[config.mk]
export PLATFORM = sky130hd
export DESIGN_NAME = reg_bus_sequencer
export DESIGN_NICKNAME = d
export VERILOG_FILES = /design/src/rtl/reg_bus_sequencer.sv
export SDC_FILE = /design/constraint.sdc
export NUM_CORES = 1
export LEC_CHECK = 0
export CAP_MARGIN = 15
export CORE_MARGIN = 1
export CORE_UTILIZATION = 24
export DETAILED_ROUTE_END_ITERATION = 7
export GPL_TIMING_DRIVEN = 0
export PLACE_DENSITY_LB_ADDON = 0.15
export SLEW_MARGIN = 5
export SYNTH_ARGS = -nofsm -noshare
export SYNTH_HDL_FRONTEND = slang
export SYNTH_SLANG_ARGS = --single-unit
[constraint.sdc]
create_clock -name Clk -period 3.5 [get_ports Clk]
set_input_delay 0.525 -clock Clk [delete_from_list [all_inputs] [get_ports Clk]]
set_output_delay 0.525 -clock Clk [all_outputs]
set_load 0.01 [all_outputs]
[src/rtl/reg_bus_sequencer.sv]
// reg_bus_sequencer: shares bus 1 (requester A) and bus 2 (requester B) for drive/latch register moves
module reg_bus_sequencer #(
    parameter int IDX_W = 3
) (
    input  logic                  Clk,
    input  logic                  Reset,
    input  logic                  a_req,
    input  logic [IDX_W-1:0]      a_src,
    input  logic [IDX_W-1:0]      a_dst,
    output logic                  a_ack,
    input  logic                  b_req,
    input  logic [IDX_W-1:0]      b_src,
    input  logic [IDX_W-1:0]      b_dst,
    output logic                  b_ack,
    output logic [2**IDX_W-1:0]   store,
    output logic [2**IDX_W-1:0]   store2,
    output logic [2**IDX_W-1:0]   load,
    output logic [2**IDX_W-1:0]   load2,
    output logic                  busy
);
    localparam int NREGS = 2**IDX_W;
    localparam logic [NREGS-1:0] ONE = 1;
    typedef enum logic [1:0] {IDLE, DRIVE, LATCH, NOP} state_t;
    state_t state;
    logic prio, ga, gb, ra, rb;
    logic [IDX_W-1:0] ad, bd;
    logic conflict, ga_n, gb_n, ra_n, rb_n;
    always_comb begin
        conflict = a_req && b_req && (a_dst == b_dst);
        ga_n = a_req && !(conflict && prio);
        gb_n = b_req && !(conflict && !prio);
        ra_n = ga_n && (a_src != a_dst);
        rb_n = gb_n && (b_src != b_dst);
    end
    assign busy = state != IDLE;
    // prio = 0 favours A, 1 favours B; it flips to the loser after each conflict
    always_ff @(posedge Clk) begin
        if (Reset) begin
            state  <= IDLE;
            prio   <= 1'b0;
            {ga, gb, ra, rb} <= '0;
            ad     <= '0;
            bd     <= '0;
            store  <= '0;
            store2 <= '0;
            load   <= '0;
            load2  <= '0;
            a_ack  <= 1'b0;
            b_ack  <= 1'b0;
        end else begin
            case (state)
                IDLE: if (a_req || b_req) begin
                    ga     <= ga_n;
                    gb     <= gb_n;
                    ra     <= ra_n;
                    rb     <= rb_n;
                    ad     <= a_dst;
                    bd     <= b_dst;
                    prio   <= conflict ? !prio : prio;
                    store  <= ra_n ? ONE << a_src : '0;
                    store2 <= rb_n ? ONE << b_src : '0;
                    a_ack  <= ga_n && !(ra_n || rb_n);
                    b_ack  <= gb_n && !(ra_n || rb_n);
                    state  <= (ra_n || rb_n) ? DRIVE : NOP;
                end
                DRIVE: begin
                    load  <= ra ? ONE << ad : '0;
                    load2 <= rb ? ONE << bd : '0;
                    a_ack <= ga;
                    b_ack <= gb;
                    state <= LATCH;
                end
                default: begin
                    store  <= '0;
                    store2 <= '0;
                    load   <= '0;
                    load2  <= '0;
                    a_ack  <= 1'b0;
                    b_ack  <= 1'b0;
                    state  <= IDLE;
                end
            endcase
        end
    end
endmodule

==> impl_summary.md <==
Synth
The number of warnings reported in the yosys synthesis log is 0. Summing every instance area after synthesis gives 2020 µm². The number of library cell types mapped by synthesis is 47. Of the synthesized area, sequential elements account for 46.7%.

The total of flip-flops plus latches after synthesis is 47. The number of cells produced by synthesis is 224. The number of nets in the synthesized netlist is 240. The synthesized design contains 0 enable-type register cells. The most frequently used flop master after synthesis is sky130_fd_sc_hd__dfxtp_1. The share of flip-flops with an asynchronous set or reset after synthesis is 0%. Averaged over all synthesized cells, the footprint is 9.00 µm².

Timing
The clock skew after layout is 9.22 ps. The worst-case headroom to the max-slew limit is 56.4%. Setup repair after global routing left no endpoint under its margin. In the final timing run, aggregate negative setup slack is 0 ps. For the pin with the worst max-slew slack, the measured transition is 649 ps. Timing would allow up to 457 MHz. The clock period minus worst slack is 2190 ps. The hold violation count in the final report is 0.

The max-slew violation count is 0. In the finished design, the share of the clock period the worst path needs comes to 62.6%. The count of final setup violators is 0.

GRT
Entering global routing, the biggest net connects 14 pins. Global routing used 13.1% of the available tracks across all layers. The number of global-route vias before repair is 1763. The number of antenna violations at the first check in global routing came to 0. The total congestion overflow after global routing is 0. The global-route wire length before repair is 8900 µm.

Clock network
The clock drives 47 sinks. The clock-pin slew of the registers on the worst-case setup and hold paths is 90 ps. The CTS tree is built. The largest buffer count on any clock path is 2. The H-tree depth reported by CTS is 2. The post-cts repair resize count is 0. The total CTS buffers is 5. Buffers inserted to repair hold after CTS numbered 0. The clock insertion delay at the later pin of the skew report is 300 ps.

The tree is rooted in a sky130_fd_sc_hd__clkbuf_8. The number of setup buffers added after CTS is 0.

Cells and area
Relative to the synthesized area, the layout overhead comes to 32.2%. The final non-filler cell total is 379. The net count reported at finish is 290.

0 antenna diodes ended up in the layout. The post-route netlist has 8.39% of its cells at a drive strength greater than 1. The count of filler cells inserted in the layout is 878. The post-route core utilization is 32.6%.

Route
The via density per instance is 4.67. The total detailed-routing wirelength is 5250 µm. The final routed DRC violation total is 0. The total number of vias is 1770. The number of iterations in the first detailed-routing pass is 4.

The number of design-rule violations left by the first detailed-router iteration is 38. The detail route stage leaves a number of antenna-violating nets equal to 0. After detailed routing, the average wire length per cell comes to 13.8 µm.

Pwr
The worst-case IR drop observed on VDD is 0.135 mV. The power density over the cells is 406 nW/µm². The leakage component of the power is 0.955 nW.

Setup path
The data arrival time of the worst path is 1660 ps. In this run the worst path has a maximum fanout of 8. The worst setup path is captured at a primary output.

Setup slack on the worst reg-to-reg path comes out at 1860 ps. The launching element type of the critical path is a register. STA puts the critical path data required time at 2970 ps. The worst setup path is of the reg2out kind.

Floorplan
The overall die area is 8770 µm². The area of the core is 8180 µm². The row count is 33. The die span in x is 93.6 µm. The overall die height is 93.6 µm. Once the floorplan was initialized, standard cells occupied 24.7% of the core. The number of top-level pins is 51.

Outcome
The run finished with clean final reports.

Placed design
The total of buffers placed on input and output ports is 43. The placed cell count is 372. After legalization and detailed placement, the total HPWL measured 3920 µm. The final estimated routing congestion in global placement is 0.765.

Run
The max-cap check violation count is 0.

Min path
The worst hold path class is reg2reg.
[placed cells by master (no fill, tap or decap), types with 5 or more instances in the layout]
master and n:
sky130_fd_sc_hd__a21oi_1 11, sky130_fd_sc_hd__a22oi_1 13, sky130_fd_sc_hd__a32o_1 6, sky130_fd_sc_hd__buf_2 5, sky130_fd_sc_hd__clkbuf_8 6, sky130_fd_sc_hd__clkdlybuf4s50_1 43
sky130_fd_sc_hd__dfxtp_1 47, sky130_fd_sc_hd__inv_1 5, sky130_fd_sc_hd__nand2_1 23, sky130_fd_sc_hd__nor2_1 25, sky130_fd_sc_hd__nor2b_1 6, sky130_fd_sc_hd__nor3_1 6
sky130_fd_sc_hd__o21ai_0 9, sky130_fd_sc_hd__xnor2_1 6, sky130_fd_sc_hd__xor2_1 8
[flip-flops by register name (all words and copies together), names as in the netlist]
| signal | cells |
|---|---|
| load2 | 8 |
| load | 8 |
| store2 | 8 |
| store | 8 |
| ad | 3 |
| bd | 3 |
| state | 2 |
| a_ack | 1 |
| b_ack | 1 |
| ga | 1 |
| gb | 1 |
| prio | 1 |
| ra | 1 |
| rb | 1 |
[critical path: stages (launching register included)]
cell and delay, ps:
sky130_fd_sc_hd__dfxtp_1 470, sky130_fd_sc_hd__nor2_1 140, sky130_fd_sc_hd__inv_1 180, sky130_fd_sc_hd__clkdlybuf4s50_1 570
[stage by stage]
| stage | total power (W) | hold WS (ps) | instance area, µm² | setup WS, ps |
|---|---|---|---|---|
| 2_1_floorplan | 0.000691 | 432 | 2020 | 1680 |
| 3_3_place_gp | 0.000759 | 437 | 2580 | 1070 |
| 3_5_place_dp | 0.000758 | 445 | 2580 | 1080 |
| 4_1_cts | 0.00110 | 465 | 2670 | 1310 |
| 5_1_grt | 0.00114 | 478 | 2670 | 1220 |
| 6_report | 0.00108 | 455 | 2670 | 1310 |
[report_power, final]
part	switching, W	internal, W	total (W)
clock network	0.000182	0.000155	0.000338
logic	0.000104	0.0000702	0.000174
registers	0.0000164	0.000553	0.000570
total	0.000303	0.000779	0.00108
[cell families after synthesis]
group,Yosys count,synth area share [%]
xor gates and xnor gates,14,6.08
buffers and inverters,18,4.59
DFF,47,46.7
and+or+nand+nor,89,22.9
AOI/OAI and AO/OA,56,19.7
[area by class of cell]
cell class / instances / area [µm²] / share of cell area, %
multi-input combinational: 159 / 982 / 36.9
inverter: 5 / 18.8 / 0.704
buffer: 13 / 73.8 / 2.77
sequential: 47 / 941 / 35.3
tap: 105 / 131 / 4.93
timing repair buffer: 43 / 430 / 16.2
clock inverter: 1 / 5.00 / 0.188
clock buffer: 6 / 82.6 / 3.10
[synth_stat cells, types with 2 or more instances]
library cell | n | share of area (%)
sky130_fd_sc_hd__a22oi_1 | 13 | 4.8
sky130_fd_sc_hd__buf_2 | 5 | 1.2
sky130_fd_sc_hd__dfxtp_1 | 47 | 47
sky130_fd_sc_hd__xnor2_1 | 6 | 2.6
sky130_fd_sc_hd__a32o_1 | 6 | 3.0
sky130_fd_sc_hd__nor2_1 | 25 | 4.7
sky130_fd_sc_hd__buf_4 | 3 | 1.1
sky130_fd_sc_hd__a32oi_1 | 4 | 1.7
sky130_fd_sc_hd__a21o_1 | 2 | 0.74
sky130_fd_sc_hd__and3b_1 | 2 | 0.87
sky130_fd_sc_hd__nand4_1 | 3 | 0.93
sky130_fd_sc_hd__inv_1 | 5 | 0.93
sky130_fd_sc_hd__nor3_1 | 6 | 1.5
sky130_fd_sc_hd__and3_1 | 3 | 0.93
sky130_fd_sc_hd__or2_2 | 2 | 0.62
sky130_fd_sc_hd__xor2_1 | 8 | 3.5
sky130_fd_sc_hd__nor2b_1 | 6 | 1.9
sky130_fd_sc_hd__o21ai_0 | 9 | 2.2
sky130_fd_sc_hd__nand3_1 | 4 | 0.99
sky130_fd_sc_hd__nor4_1 | 2 | 0.62
sky130_fd_sc_hd__nand4bb_1 | 2 | 1.1
sky130_fd_sc_hd__a21oi_1 | 11 | 2.7
sky130_fd_sc_hd__clkbuf_1 | 4 | 0.74
sky130_fd_sc_hd__nand2_1 | 23 | 4.3
[layer usage]
layer | routed length [µm] | vias to the layer above | track usage, %
li1 | - | 908 | -
met1 | 2570 | 831 | 17.3
met2 | 2480 | 27 | 21.4
met3 | 156 | 4 | 2.28
met4 | 38 | 0 | 4.49
met5 | 0 | - | 0
[path summary, 6_finish.rpt]
path / from / endpoint / cells past startpoint
worst min register to register: store2[7] / store2[7] / 2
worst max register to register: state[0] / store[2] / 4
worst min-delay path: store2[7] / store2[7] / 2
worst max-delay path: state[0] / busy / 3
No activity file was read; power rests on OpenSTA's default activity.
